--- config.mk ---
export PLATFORM = sky130hd
export DESIGN_NAME = uart_tx_framer
export DESIGN_NICKNAME = d
export VERILOG_FILES = /design/src/rtl/uart_tx_framer.sv
export SDC_FILE = /design/constraint.sdc
export NUM_CORES = 1
export LEC_CHECK = 0
export CAP_MARGIN = 0
export CORE_MARGIN = 2
export CORE_UTILIZATION = 60
export CTS_BUF_LIST = sky130_fd_sc_hd__clkbuf_4 sky130_fd_sc_hd__clkbuf_8 sky130_fd_sc_hd__clkbuf_16
export DETAILED_ROUTE_END_ITERATION = 12
export DONT_BUFFER_PORTS = 1
export HOLD_SLACK_MARGIN = 0.12
export PLACE_DENSITY = 0.76
export RECOVER_POWER = 100
export SKIP_CTS_REPAIR_TIMING = 1
export SLEW_MARGIN = 20
export SYNTH_ARGS = -nofsm -noshare
export SYNTH_HDL_FRONTEND = slang
export SYNTH_SLANG_ARGS = --single-unit
--- constraint.sdc ---
create_clock -name clk -period 5.5 [get_ports clk]
set_input_delay 0.55 -clock clk [delete_from_list [all_inputs] [get_ports clk]]
set_output_delay 0.55 -clock clk [all_outputs]
set_load 0.1 [all_outputs]
--- src/rtl/uart_tx_framer.sv ---
// UART transmitter that serialises one W_OUT-bit frame as NUM_WORDS back-to-back words, word 0 first.
// Optional macro UART_TX_PARITY_EN enables the parity bit selected by cfg_parity.
module uart_tx_framer #(
    parameter int BITS_PER_WORD = 8,
    parameter int W_OUT         = 16,
    parameter int DIV_W         = 16,
    parameter int PAD_BITS      = 0
) (
    input  logic             clk,
    input  logic             rst,
    input  logic [DIV_W-1:0] cfg_div,
    input  logic [1:0]       cfg_parity,
    input  logic             cfg_stop2,
    input  logic             s_valid,
    output logic             s_ready,
    input  logic [W_OUT-1:0] s_data,
    output logic             tx,
    output logic             busy
);
    localparam int NUM_WORDS = W_OUT / BITS_PER_WORD;
    localparam int CNT_MAX   = (BITS_PER_WORD > PAD_BITS) ? BITS_PER_WORD : PAD_BITS;
    localparam int CNT_W     = $clog2(CNT_MAX + 2);
    localparam int WORD_W    = (NUM_WORDS > 1) ? $clog2(NUM_WORDS) : 1;

    typedef enum logic [2:0] {IDLE, START, DATA, PARITY, STOP, PAD} state_t;

    state_t             state_q, state_d;
    logic [W_OUT-1:0]   shift_q, shift_d;
    logic [DIV_W-1:0]   div_q, div_d;
    logic [DIV_W-1:0]   div_cnt_q, div_cnt_d;
    logic [CNT_W-1:0]   bit_cnt_q, bit_cnt_d;
    logic [WORD_W-1:0]  word_cnt_q, word_cnt_d;
    logic               stop2_q, stop2_d;
    logic               par_acc_q, par_acc_d;
    logic               tx_q, tx_d;
    logic               s_ready_q, s_ready_d;
    logic               busy_q, busy_d;
    logic               bit_end;
    logic               word_done;
    logic               par_active;
    logic               par_odd;

`ifdef UART_TX_PARITY_EN
    logic [1:0] parity_q, parity_d;
    assign par_active = (parity_q == 2'b01) || (parity_q == 2'b10);
    assign par_odd    = (parity_q == 2'b10);
`else
    // Port stays present but parity is never generated in this build.
    logic unused_cfg_parity;
    assign unused_cfg_parity = ^cfg_parity;
    assign par_active = 1'b0;
    assign par_odd    = 1'b0;
`endif

    assign bit_end = (div_cnt_q == div_q - DIV_W'(1));

    always_comb begin
        state_d    = state_q;
        shift_d    = shift_q;
        div_d      = div_q;
        div_cnt_d  = div_cnt_q;
        bit_cnt_d  = bit_cnt_q;
        word_cnt_d = word_cnt_q;
        stop2_d    = stop2_q;
        par_acc_d  = par_acc_q;
        tx_d       = tx_q;
        s_ready_d  = s_ready_q;
        busy_d     = busy_q;
        word_done  = 1'b0;
`ifdef UART_TX_PARITY_EN
        parity_d   = parity_q;
`endif

        if (state_q == IDLE) begin
            s_ready_d = 1'b1;
            busy_d    = 1'b0;
            tx_d      = 1'b1;
            div_cnt_d = '0;
            if (s_valid && s_ready_q) begin
                shift_d    = s_data;
                div_d      = (cfg_div < DIV_W'(2)) ? DIV_W'(2) : cfg_div;
                stop2_d    = cfg_stop2;
`ifdef UART_TX_PARITY_EN
                parity_d   = cfg_parity;
`endif
                word_cnt_d = '0;
                bit_cnt_d  = '0;
                state_d    = START;
                s_ready_d  = 1'b0;
                busy_d     = 1'b1;
                tx_d       = 1'b0;
            end
        end else if (!bit_end) begin
            div_cnt_d = div_cnt_q + DIV_W'(1);
        end else begin
            div_cnt_d = '0;
            case (state_q)
                START: begin
                    state_d   = DATA;
                    bit_cnt_d = '0;
                    par_acc_d = 1'b0;
                    tx_d      = shift_q[0];
                end
                DATA: begin
                    // Parity accumulates as bits leave so the last data bit can hand over directly.
                    par_acc_d = par_acc_q ^ shift_q[0];
                    shift_d   = shift_q >> 1;
                    if (bit_cnt_q == CNT_W'(BITS_PER_WORD - 1)) begin
                        bit_cnt_d = '0;
                        if (par_active) begin
                            state_d = PARITY;
                            tx_d    = par_acc_d ^ par_odd;
                        end else begin
                            state_d = STOP;
                            tx_d    = 1'b1;
                        end
                    end else begin
                        bit_cnt_d = bit_cnt_q + CNT_W'(1);
                        tx_d      = shift_d[0];
                    end
                end
                PARITY: begin
                    state_d   = STOP;
                    bit_cnt_d = '0;
                    tx_d      = 1'b1;
                end
                STOP: begin
                    if (stop2_q && bit_cnt_q == '0) begin
                        bit_cnt_d = CNT_W'(1);
                    end else if (PAD_BITS > 0) begin
                        state_d   = PAD;
                        bit_cnt_d = '0;
                    end else begin
                        word_done = 1'b1;
                    end
                end
                PAD: begin
                    if (int'(bit_cnt_q) == PAD_BITS - 1) begin
                        word_done = 1'b1;
                    end else begin
                        bit_cnt_d = bit_cnt_q + CNT_W'(1);
                    end
                end
                default: begin
                    state_d = IDLE;
                end
            endcase

            if (word_done) begin
                bit_cnt_d = '0;
                if (word_cnt_q == WORD_W'(NUM_WORDS - 1)) begin
                    state_d   = IDLE;
                    tx_d      = 1'b1;
                    s_ready_d = 1'b1;
                    busy_d    = 1'b0;
                end else begin
                    word_cnt_d = word_cnt_q + WORD_W'(1);
                    state_d    = START;
                    tx_d       = 1'b0;
                end
            end
        end
    end

    always_ff @(posedge clk) begin
        if (rst) begin
            state_q    <= IDLE;
            shift_q    <= '0;
            div_q      <= DIV_W'(2);
            div_cnt_q  <= '0;
            bit_cnt_q  <= '0;
            word_cnt_q <= '0;
            stop2_q    <= 1'b0;
            par_acc_q  <= 1'b0;
            tx_q       <= 1'b1;
            s_ready_q  <= 1'b0;
            busy_q     <= 1'b0;
`ifdef UART_TX_PARITY_EN
            parity_q   <= 2'b00;
`endif
        end else begin
            state_q    <= state_d;
            shift_q    <= shift_d;
            div_q      <= div_d;
            div_cnt_q  <= div_cnt_d;
            bit_cnt_q  <= bit_cnt_d;
            word_cnt_q <= word_cnt_d;
            stop2_q    <= stop2_d;
            par_acc_q  <= par_acc_d;
            tx_q       <= tx_d;
            s_ready_q  <= s_ready_d;
            busy_q     <= busy_d;
`ifdef UART_TX_PARITY_EN
            parity_q   <= parity_d;
`endif
        end
    end

    assign tx      = tx_q;
    assign s_ready = s_ready_q;
    assign busy    = busy_q;

endmodule

Yosys cells after proc, flatten, opt, wreduce, memory -nomap -nowiden
Index checks and enable logic that the tools add are counted.

$add $sub $neg: 4. Multipliers: 0. Divide/modulo/power cells: 0. Magnitude comparators: 1. Eq/ne operators: 11. Shifts and indexed selects: 0. Mux-type cells: 44. Bitwise logic cells: 0. Reductions and logical operators: 20.

Operator list (count): $mux 16 (5); $mux 1 (25); $mux 4 (6); $add 16x1->16 const B (1); $eq 16x16->1 (1); $lt 16x2->1 const B (1); $pmux 4 s4 (1); $sub 16x1->16 const B (1); $mux 3 (5); $pmux 3 s4 (1); $reduce_and 3->1 (3); $ne 4x4->1 const B (2); $reduce_and 4->1 (2); $reduce_bool 2->1 (4); $eq 3x2->1 const B (2); $eq 3x3->1 const B (2); $reduce_bool 6->1 (1); $reduce_bool 5->1 (1); $add 4x1->4 const B (1); $eq 4x3->1 const B (1); $logic_not 4->1 (1); $reduce_and 2->1 (2); $reduce_or 2->1 (2); $eq 3x1->1 const B (1); other kinds (7) (8).

Flip-flop bits (word level): 60. Bits in latches: 0. Bits in writable memories: 0. Bits in read-only memories: 0. Bits of input ports: 38. Output and inout port bits: 3. Memories kept: 0.

Logic depth before layout (Yosys ltp)
Gate-level depths: netlist of the first run.

Depth in word-level cells: 9. Gate-level depth with buffers: 11. Gate-level depth less buffers: 10.

Worst setup path before layout of the first run
OpenSTA, ideal clock, no wires.

Kind: flip-flop to flip-flop. Start: register div_q[0]. End: register bit_cnt_q[3]. Data arrival time: 2.806 ns. Data required time: 5.430 ns. Slack: 2.623 ns. Stages on the path, launching flop included: 9. Period minus slack after synthesis: 2.877 ns. Cells stage by stage: dfxtp_1 -> or4_4 -> or3_1 -> a2111oi_2 -> nand4_1 -> nor4_4 -> a21oi_2 -> or4_1 -> a21oi_1.

Longest elaborated chain between the ends: 4.

Ends and longest elaborated chain: start, declared (line 29) `logic [DIV_W-1:0] div_q, div_d;`; start signal, assigned (line 184) `div_q <= div_d;`; $sub 16x1->16 (line 55) `assign bit_end = (div_cnt_q == div_q - DIV_W'(1));`; $eq 16x16->1 (line 55); $reduce_bool 2->1 (no line); $reduce_and 4->1 (no line); end signal, assigned (line 186) `bit_cnt_q <= bit_cnt_d;`; end, declared (line 31) `logic [CNT_W-1:0] bit_cnt_q, bit_cnt_d;`.

Every way passes these cells. A chain may end at the register's enable or synchronous reset.

Worst setup path in the final report of the first run
Start: register div_q[0]. End: register shift_q[14].

Longest elaborated chain between the ends: 4.

Ends and longest elaborated chain: $sub 16x1->16 (line 55); $eq 16x16->1 (line 55); $reduce_bool 2->1 (no line); $reduce_and 3->1 (no line); end signal, assigned (line 183) `shift_q <= shift_d;`; end, declared (line 28) `logic [W_OUT-1:0] shift_q, shift_d;`.

Every way passes these cells.

==> impl_results.md, run 1 <==
* Via count at 2683
* Ys flop type: dfxtp_1
* First-pass GRT wire length at 11600 um
* Core ar. at 5070 sq um
* H-tree Lvls at 3
* Period utilization at 70.5%
* Routability cong. at 0.830
* Average wire per standard cell at 14.6 um
* Worst Path Max Fanout at 31
* RSZ-0062 raised after global routing: false
* Port bufs at 0
* Chip height at 76.3 um
* Cell variety after synth at 49
* Least-Margin Pin Slew at 1.79 ns
* Max_cap viols at 1
* Syn nets at 439
* Status: complete, but fails checks
* Number of synthesized register bits at 60
* First-pass DRT Iterations at 4
* Fillers at 472
* Reg2reg setup slack at 1.63 ns
* Worst r2r path cells at 9
* Routed Antenna Nets at 0
* Routed Wire Length at 6740 um
* Dpl cells at 447
* Hold path start: rst
* Nets at 430
* Die ar. at 5820 sq um
* DP HPWL at 4840 um
* Fin cells at 462
* Largest net degree at the start of global routing at 48
* Overall routing resource usage at 24.6%
* Number of DRC markers in iteration 0 at 211
* # setup viols final at 0
* Synth Warn # at 0
* Fraction of layout cells with a size suffix above 1 at 5.87%
* Clock-pin slew on the worst setup and hold paths at 0.07 ns
* Clk_skew at 0.00619 ns
* Min Tclk post-route at 3.87 ns
* Critical Path End Type: flip-flop
* Async set-or-reset flop fraction in the synthesized netlist at 0%
* HP Class: in2reg
* Placed Area at 3160 sq um
* Violated checks: max-capacitance violations, max-slew violations
* Reg-to-reg endpoint: shift_q[14]
* Hold depth at 1
* Layout area overhead at 5.67%
* Starting Density at 61.8%
* Setup TNS at 0 ns
* CP Launch Point: div_q[0]
* Slew Limit Headroom at -19.1%
* Gr ovfl total at 0
* Final hold vios at 0
* CTS tree: done
* FP Rows at 26
* Syn avg cell area at 7.89 sq um
* CTS buffer count at 9
* Vias in the first global route at 2473
* Leakage at 1.15 nW
* Worst hold endpoint: state_q[0]
* Fmax at 258 MHz
* Worst Path Required at 5.76 ns
* Arrival @ worst endpoint at 4.14 ns
* Total power at 0.944 mW
* Clock Path Buffers at 2
* Post-synthesis instance total at 397
* Power Density at 285 nW/um^2
* I/O pins at 41
* Final instance area at 3310 sq um
* Count of final max-slew check failures at 32
* Setup CP Type: reg2reg
* RR Startpoint: div_q[0]
* Worst skew pair latency at 0.34 ns
* Antenna cells at 0
* Netlist Area Pre-Place at 3130 sq um
* Die width at 76.3 um
* Drt drc at 0
* Sink Count at 60
* Worst vdd ir at 0.000190 V
* Crit path launch type: flip-flop
* Seq/Total Area, Yosys at 38.3%
* CTS Root Cell: clkbuf_8
* Post-synth EDFFs at 0
* Initial antenna violation count at 0
* Via density at 5.81
cells in the mapped netlist, types with 3 or more instances:
library cell / instances / area (sq um)
dfxtp_1: 60 / 1200
a21oi_1: 47 / 235
nor2_1: 47 / 176
inv_1: 27 / 101
nand2_1: 25 / 93.8
o21ai_0: 23 / 115
xnor2_1: 22 / 193
clkbuf_1: 19 / 71.3
nand3_1: 15 / 75.1
xor2_1: 15 / 131
nor3_1: 13 / 65.1
a22o_1: 11 / 96.3
nand4_1: 7 / 43.8
nor4_1: 6 / 37.5
or3_1: 6 / 37.5
a31oi_1: 5 / 31.3
and3_1: 5 / 31.3
ha_1: 4 / 50.1
a311oi_1: 3 / 26.3
o211ai_1: 3 / 22.5
sequential cells by signal, summed over array words and instances, names as in the netlist:
signal	cells
shift_q	16
div_cnt_q	16
busy	1
word_cnt_q	1
stop2_q	1
bit_cnt_q	4
tx	1
div_q	16
state_q	3
s_ready	1
layout make-up:
cell class | count | area [sq um] | area share [%]
repair buffers | 2 | 11.3 | 0.340
flip-flops and latches | 60 | 1200 | 36.3
clock inverters | 2 | 10.0 | 0.302
multi-input cells | 288 | 1730 | 52.4
inverters | 27 | 101 | 3.06
well taps | 70 | 87.6 | 2.64
clock buffers | 13 | 166 | 5.02
cells in the final DEF (no fill, tap or decap), drive strengths merged, types with 3 or more instances in the layout:
| cell type | count |
|---|---|
| a2111oi | 3 |
| a21oi | 48 |
| a22o | 12 |
| a311oi | 3 |
| a31oi | 5 |
| and3 | 5 |
| clkbuf | 14 |
| dfxtp | 60 |
| ha | 4 |
| inv | 27 |
| nand2 | 25 |
| nand3 | 15 |
| nand4 | 7 |
| nor2 | 47 |
| nor3 | 13 |
| nor4 | 7 |
| o211ai | 3 |
| o21ai | 23 |
| or3 | 6 |
| or4 | 3 |
| xnor2 | 22 |
| xor2 | 15 |
power by group:
group / leakage, nW / total [mW] / switching [mW] / internal (mW)
combinational: 0.564 / 0.100 / 0.0601 / 0.0401
sequential: 0.489 / 0.480 / 0.0268 / 0.453
clock: 0.0961 / 0.364 / 0.170 / 0.194
how the worst max path moves through the flow:
| stage | endpoint | slack [ns] | depth (start not counted) |
|---|---|---|---|
| after floorplan | bit_cnt_q[3] | 2.62 | 8 |
| after global placement | div_cnt_q[15] | 2.22 | 8 |
| after detailed placement | div_cnt_q[10] | 2.16 | 8 |
| after CTS | div_cnt_q[10] | 2.16 | 8 |
| after global routing | shift_q[4] | 1.08 | 10 |
| final | shift_q[14] | 1.63 | 9 |
through the flow:
step / setup WS (ns) / hold slack, ns / utilization [%]
2_1_floorplan: 2.62 / 0.424 / -
3_3_place_gp: 2.22 / 0.441 / 62.2
3_5_place_dp: 2.16 / 0.447 / 62.2
4_1_cts: 2.16 / 0.266 / 65.7
5_1_grt: 1.08 / 0.270 / 65.3
6_report: 1.63 / 0.276 / 65.3
critical path, cell delays in order (launching register included):
cell     delay, ns
dfxtp_1       0.36
inv_1         0.08
ha_1          0.23
or3b_2        0.51
nor4_1        0.35
xnor2_1       0.23
nor4_4        0.13
a21oi_1       1.35
o21ai_0       0.36
a21oi_1       0.19
routing by layer:
metal	up-vias	GRT usage, %	share of wire (%)
met5	-	0	0
met4	0	10.5	2.1
met3	14	4.86	3.6
met2	50	41.3	49
met1	1235	30.7	45
li1	1384	-	-
cell families (layout without fill, tap and decap cells):
logic type,after synthesis,after routing,synth area share [%]
AOI/OAI and AO/OA,111,111,22.3
xor gates and xnor gates,37,37,10.3
adders and majority gates,4,4,1.60
muxes,1,1,0.359
buffers and inverters,49,44,5.91
and+or+nand+nor,135,135,21.2
DFF,60,60,38.3
Power figures use the tool's default switching activity.
==> inputs of run 2 (changes only) <==
--- a/config.mk
+++ b/config.mk
@@ -7,12 +7,12 @@
 export LEC_CHECK = 0
 export CAP_MARGIN = 0
 export CORE_MARGIN = 2
-export CORE_UTILIZATION = 60
+export CORE_UTILIZATION = 57
 export CTS_BUF_LIST = sky130_fd_sc_hd__clkbuf_4 sky130_fd_sc_hd__clkbuf_8 sky130_fd_sc_hd__clkbuf_16
 export DETAILED_ROUTE_END_ITERATION = 12
 export DONT_BUFFER_PORTS = 1
 export HOLD_SLACK_MARGIN = 0.12
-export PLACE_DENSITY = 0.76
+export PLACE_DENSITY = 0.75
 export RECOVER_POWER = 100
 export SKIP_CTS_REPAIR_TIMING = 1
 export SLEW_MARGIN = 20
==> constraint.sdc (replaced) <==
create_clock -name clk -period 3.18 [get_ports clk]
set_input_delay 0.318 -clock clk [delete_from_list [all_inputs] [get_ports clk]]
set_output_delay 0.318 -clock clk [all_outputs]
set_load 0.1 [all_outputs]
==> run 2 against run 1 <==
  * The run now ends clean
  * Sequential share of layout area is 3.7 points lower
  * Wire length is 13% higher
  * Maximum frequency is 25% higher
  * Final cell count is 6.3% higher
  * Sequential power is 71% higher
  * Combinational power is 140% higher
  * Power is 93% higher
  * Count of clock-buffer cells in the layout is 3 lower
  * Clock skew is 0.0031 ns higher
  * Utilization is 5.7 points higher
  * Critical path type unchanged
  * Largest cell class unchanged
  * Highest routed layer unchanged
==> impl_results.md, run 2 (synthesis gave the netlist of run 1 again) <==
* CTS tree: done (unchanged)
* Largest net degree at the start of global routing at 48 (unchanged)
* Placed Area at 3260 sq um (was 3160 sq um)
* CTS buffer count at 9 (unchanged)
* RR Startpoint: div_q[1] (was div_q[0])
* Kind of cell adding the most delay to the critical path: simple AND/OR/NAND/NOR gates (was compound AO/OA/AOI/OAI gates)
* Clock Path Buffers at 2 (unchanged)
* Leakage at 1.31 nW (was 1.15 nW)
* First-pass DRT Iterations at 4 (unchanged)
* Top flop regs: div_cnt_q (16), div_q (16), shift_q (16) (unchanged)
* Antenna cells at 0 (unchanged)
* Max_cap viols at 0 (was 1)
* Nets at 458 (was 430)
* Fin worst setup slack at 0.0883 ns (was 1.63 ns)
* Routed Wire Length at 7590 um (was 6740 um)
* Net Sw Frac at 26.6% (was 27.2%)
* Die ar. at 6110 sq um (was 5820 sq um)
* Arrival @ worst endpoint at 3.36 ns (was 4.14 ns)
* Final hold vios at 0 (unchanged)
* Core ar. at 5200 sq um (was 5070 sq um)
* Worst Path Required at 3.44 ns (was 5.76 ns)
* Fraction of layout cells with a size suffix above 1 at 10.9% (was 5.87%)
* Slew Limit Headroom at 23.2% (was -19.1%)
* Count of final max-slew check failures at 0 (was 32)
* Register share of total power at 44.9% (was 50.8%)
* Period utilization at 97.2% (was 70.5%)
* Chip height at 78.2 um (was 76.3 um)
* Hold path start: cfg_div[13] (was rst)
* Sink Count at 60 (unchanged)
* Worst skew pair latency at 0.33 ns (was 0.34 ns)
* Fillers at 434 (was 472)
* Commonest non-fill, non-tap cells in the layout: dfxtp_1, nor2_1, a21oi_1 (was dfxtp_1, a21oi_1, nor2_1)
* WP buf/inv at 1 (unchanged)
* Fmax at 323 MHz (was 258 MHz)
* Layout area overhead at 17.8% (was 5.67%)
* # setup viols final at 0 (unchanged)
* Worst vdd ir at 0.000357 V (was 0.000190 V)
* Critical Path Max Stage Delay at 0.56 ns (was 1.35 ns)
* Via density at 5.84 (was 5.81)
* Dpl cells at 459 (was 447)
* Worst Path Max Fanout at 6 (was 31)
* DP HPWL at 4910 um (was 4840 um)
* Pint at 1.34 mW (was 0.688 mW)
* Setup CP Type: reg2reg (unchanged)
* Most common cell after layout, fill and taps aside: dfxtp_1 (unchanged)
* Clock power share at 41.7% (was 38.6%)
* Overall routing resource usage at 23.4% (was 24.6%)
* Gr ovfl total at 0 (unchanged)
* FP Rows at 26 (unchanged)
* Comb power frac at 13.3% (was 10.6%)
* Clock-pin slew on the worst setup and hold paths at 0.07 ns (about the same)
* Die width at 78.2 um (was 76.3 um)
* Initial antenna violation count at 0 (unchanged)
* Average wire per standard cell at 15.5 um (was 14.6 um)
* Via count at 2867 (was 2683)
* HP Class: in2reg (unchanged)
* Status: completed (was complete, but fails checks)
* Port bufs at 0 (unchanged)
* Vias in the first global route at 2516 (was 2473)
* Slowest CP cell: or4_4 (was a21oi_1)
* Min Tclk post-route at 3.09 ns (was 3.87 ns)
* Drt drc at 0 (unchanged)
* Crit path launch type: flip-flop (unchanged)
* Final instance area at 3690 sq um (was 3310 sq um)
* Pre-CTS setup slack at -0.0292 ns (was 2.16 ns)
* CP Cell Sequence: or4_4 > or3_4 > a2111oi_4 > nand4_1 > nor4_4 > buf_4 > a21oi_2 > or4_1 > a21oi_1 (was inv_1 > ha_1 > or3b_2 > nor4_1 > xnor2_1 > nor4_4 > a21oi_1 > o21ai_0 > a21oi_1)
* CTS Root Cell: clkbuf_8 (unchanged)
* I/O pins at 41 (unchanged)
* H-tree Lvls at 3 (unchanged)
* Least-Margin Pin Slew at 1.16 ns (was 1.79 ns)
* Starting Density at 60.2% (was 61.8%)
* Critical Path End Type: flip-flop (unchanged)
* CP Launch Point: div_q[1] (was div_q[0])
* Routed Antenna Nets at 0 (unchanged)
* Number of DRC markers in iteration 0 at 212 (was 211)
* Clk_skew at 0.00929 ns (was 0.00619 ns)
* First-pass GRT wire length at 11400 um (was 11600 um)
* Switching pwr at 0.485 mW (was 0.257 mW)
* Routability cong. at 0.854 (was 0.830)
* Fin cells at 491 (was 462)
* Power Density at 494 nW/um^2 (was 285 nW/um^2)
## run 2: cell types whose count changed in the layout (fill, tap and decap cells not counted), sizes merged
cell	previous run	this run
dlygate4sd3	0	15
buf	1	13
bufinv	0	2
clkbuf	14	12
clkinvlp	0	2
## run 2: area by class of cell
class / count / area, sq um / area share (%)
flip-flops and latches: 60 / 1200 / 32.6
clock buffers: 10 / 131 / 3.56
inverters: 27 / 101 / 2.75
multi-input cells: 288 / 1810 / 49.1
well taps: 70 / 87.6 / 2.37
clock inverters: 6 / 88.8 / 2.41
repair buffers: 30 / 268 / 7.25
## run 2: final timing paths
kind,endpoint,slack [ns],cells past startpoint
max,bit_cnt_q[3],0.09,9
min,div_q[13],0.12,1
max reg2reg,bit_cnt_q[3],0.09,9
min reg2reg,shift_q[5],0.46,2
## run 2: worst reg2reg max path, delay by kind of cell (launching register included)
kind | cells | cell delay, ns
DFF | 1 | 0.33
AOI/OAI and AO/OA | 3 | 0.59
buffers and inverters | 1 | 0.19
and+or+nand+nor | 5 | 1.93
## run 2: metrics by stage
step | utilization [%] | hold slack [ns] | power (mW) | TNS, ns
3_5_place_dp | 62.6 | 0.392 | 1.04 | -0.143
3_3_place_gp | 62.6 | 0.391 | 1.04 | 0
2_1_floorplan | - | 0.424 | 0.990 | 0
6_report | 70.9 | 0.117 | 1.82 | 0
5_1_grt | 70.9 | 0.129 | 1.90 | -0.0211
4_1_cts | 66.9 | 0.0314 | 1.80 | -0.612
## run 2: power by group through the flow
stage          clock [mW]  combinational, mW  sequential (mW)
3_5_place_dp            0              0.208            0.834
2_1_floorplan           0              0.154            0.836
6_report            0.760              0.243            0.819
3_3_place_gp            0              0.204            0.833
4_1_cts             0.771              0.210            0.817
5_1_grt             0.810              0.268            0.822
## run 2: layer usage
layer  global-route usage (%)  wire length (um)  vias to the layer above
met5                        0                 0                        -
met2                     36.7              3700                       85
met1                     31.2              3370                     1337
met4                     8.77               119                        0
li1                         -                 -                     1433
met3                     5.63               408                       12
==> inputs of run 3 (changes only) <==
--- a/config.mk
+++ b/config.mk
@@ -6,13 +6,15 @@
 export NUM_CORES = 1
 export LEC_CHECK = 0
 export CAP_MARGIN = 0
+export CELL_PAD_IN_SITES_DETAIL_PLACEMENT = 1
+export CELL_PAD_IN_SITES_GLOBAL_PLACEMENT = 1
 export CORE_MARGIN = 2
-export CORE_UTILIZATION = 57
+export CORE_UTILIZATION = 42
 export CTS_BUF_LIST = sky130_fd_sc_hd__clkbuf_4 sky130_fd_sc_hd__clkbuf_8 sky130_fd_sc_hd__clkbuf_16
 export DETAILED_ROUTE_END_ITERATION = 12
 export DONT_BUFFER_PORTS = 1
 export HOLD_SLACK_MARGIN = 0.12
-export PLACE_DENSITY = 0.75
+export PLACE_DENSITY_LB_ADDON = 0.1
 export RECOVER_POWER = 100
 export SKIP_CTS_REPAIR_TIMING = 1
 export SLEW_MARGIN = 20
==> run 3 against run 2 <==
  * Die area is 34% higher
  * Utilization decreased by 19 points
  * Maximum frequency up 0.43%
  * Sequential power hardly changed
  * First-iteration DRC count fell by 74%
  * Non-clock buffer count grew 13
  * Flip-flop and latch count unchanged
  * Via count grew 1.6%
  * Wire length is 12% higher
  * Global-route usage fell by 2.5 points
  * Highest routed layer unchanged
  * Clock power is 5.0% higher
==> impl_results.md, run 3 (synthesis gave the netlist of run 1 again) <==
* Antenna cells at 0 (unchanged)
* Leakage at 1.38 nW (was 1.31 nW)
* Fraction of layout cells with a size suffix above 1 at 12.4% (was 10.9%)
* Gr ovfl total at 0 (unchanged)
* Clock Path Buffers at 2 (unchanged)
* Fmax at 325 MHz (was 323 MHz)
* I/O pins at 41 (unchanged)
* Die width at 90.4 um (was 78.2 um)
* Clk_skew at 0.0145 ns (was 0.00929 ns)
* Clock-pin slew on the worst setup and hold paths at 0.07 ns (about the same)
* Initial antenna violation count at 0 (unchanged)
* H-tree Lvls at 3 (unchanged)
* Largest net degree at the start of global routing at 48 (unchanged)
* Period utilization at 96.8% (was 97.2%)
* Fin worst setup slack at 0.102 ns (was 0.0883 ns)
* Count of final max-slew check failures at 0 (unchanged)
* Via count at 2914 (was 2867)
* Post-layout util at 52.2% (was 70.9%)
* Worst Path Max Fanout at 7 (was 6)
* Nets at 471 (was 458)
* Final hold vios at 0 (unchanged)
* Fin cells at 533 (was 491)
* RSZ-0062 raised after global routing: false
* Pre-CTS setup slack at 0.0946 ns (was -0.0292 ns)
* Most common cell after layout, fill and taps aside: dfxtp_1 (unchanged)
* Setup TNS at 0 ns (unchanged)
* Top flop regs: div_cnt_q (16), div_q (16), shift_q (16) (unchanged)
* CP Cell Sequence: or4_4 > or3_1 > a2111oi_4 > nand4_1 > nor4_4 > buf_4 > a21oi_2 > or4_1 > a21oi_1 (was or4_4 > or3_4 > a2111oi_4 > nand4_1 > nor4_4 > buf_4 > a21oi_2 > or4_1 > a21oi_1)
* Max_cap viols at 0 (unchanged)
* First-pass DRT Iterations at 5 (was 4)
* CTS buffer count at 9 (unchanged)
* CTS Root Cell: clkbuf_8 (unchanged)
* Kind of cell adding the most delay to the critical path: simple AND/OR/NAND/NOR gates (unchanged)
* HP Class: in2reg (unchanged)
* CTS tree: done (unchanged)
* Critical Path Max Stage Delay at 0.55 ns (was 0.56 ns)
* Status: completed (unchanged)
* # setup viols final at 0 (unchanged)
* Via density at 5.47 (was 5.84)
* DP HPWL at 5810 um (was 4910 um)
* Starting Density at 43.2% (was 60.2%)
* Layout area overhead at 20.8% (was 17.8%)
* Fillers at 891 (was 434)
* Routability cong. at 0.794 (was 0.854)
* Critical Path End Type: flip-flop (unchanged)
* Slew Limit Headroom at 15.9% (was 23.2%)
* Crit path launch type: flip-flop (unchanged)
* Worst vdd ir at 0.000206 V (was 0.000357 V)
* First-pass GRT wire length at 13700 um (was 11400 um)
* Port bufs at 0 (unchanged)
* Power Density at 493 nW/um^2 (was 494 nW/um^2)
* Arrival @ worst endpoint at 3.35 ns (was 3.36 ns)
* Number of DRC markers in iteration 0 at 55 (was 212)
* Average wire per standard cell at 16.0 um (was 15.5 um)
* Slowest CP cell: or4_4 (unchanged)
* Setup CP Type: reg2reg (unchanged)
* Chip height at 90.4 um (was 78.2 um)
* Sink Count at 60 (unchanged)
* Core ar. at 7250 sq um (was 5200 sq um)
* Worst Path Required at 3.45 ns (was 3.44 ns)
* Min Tclk post-route at 3.08 ns (was 3.09 ns)
* WP buf/inv at 1 (unchanged)
* Overall routing resource usage at 20.8% (was 23.4%)
* Drt drc at 0 (unchanged)
* Total power at 1.87 mW (was 1.82 mW)
* Worst skew pair latency at 0.35 ns (was 0.33 ns)
* Routed Antenna Nets at 0 (unchanged)
* Dpl cells at 500 (was 459)
* Die ar. at 8170 sq um (was 6110 sq um)
* Routed Wire Length at 8530 um (was 7590 um)
* Least-Margin Pin Slew at 1.26 ns (was 1.16 ns)
* Commonest non-fill, non-tap cells in the layout: dfxtp_1, nor2_1, a21oi_1 (unchanged)
* FP Rows at 31 (was 26)
* Reg2reg setup slack at 0.10 ns (was 0.09 ns)
* Vias in the first global route at 2905 (was 2516)
## run 3: power by group
group / internal (mW) / leakage (nW) / switching (mW) / total [mW]
Sequential: 0.783 / 0.489 / 0.0326 / 0.816
Clock: 0.479 / 0.113 / 0.318 / 0.798
Combinational: 0.109 / 0.777 / 0.142 / 0.252
## run 3: routing by layer
| layer | up-vias | wire length (um) | GRT usage [%] |
|---|---|---|---|
| met2 | 40 | 4350 | 35.7 |
| met3 | 15 | 204 | 3.92 |
| met1 | 1396 | 3770 | 25.0 |
| li1 | 1463 | - | - |
| met5 | - | 0 | 0 |
| met4 | 0 | 204 | 10.5 |
## run 3: worst reg2reg max path, cell delays in order (launching register included)
cell,delay [ns]
dfxtp_1,0.36
or4_4,0.55
or3_1,0.41
a2111oi_4,0.38
nand4_1,0.18
nor4_4,0.15
buf_4,0.20
a21oi_2,0.10
or4_1,0.53
a21oi_1,0.14
## run 3: final cells by class
cell class / count / area [sq um] / share of cell area [%]
clock buffer: 12 / 153 / 4.03
clock inverter: 4 / 72.6 / 1.92
inverter: 27 / 101 / 2.68
multi-input combinational: 288 / 1780 / 47.0
sequential: 60 / 1200 / 31.7
tap: 99 / 124 / 3.27
timing repair buffer: 43 / 357 / 9.42
## run 3: final timing paths
check,startpoint,end,cells past startpoint
max,div_q[0],bit_cnt_q[3],9
min,rst,state_q[1],1
min reg2reg,shift_q[6],shift_q[6],2
max reg2reg,div_q[0],bit_cnt_q[3],9
## run 3: through the flow
step / area, sq um / hold WS (ns)
5_1_grt: 3790 / 0.0235
4_1_cts: 3620 / 0.0197
3_5_place_dp: 3400 / 0.391
3_3_place_gp: 3400 / 0.391
6_report: 3790 / 0.0333
2_1_floorplan: 3130 / 0.424
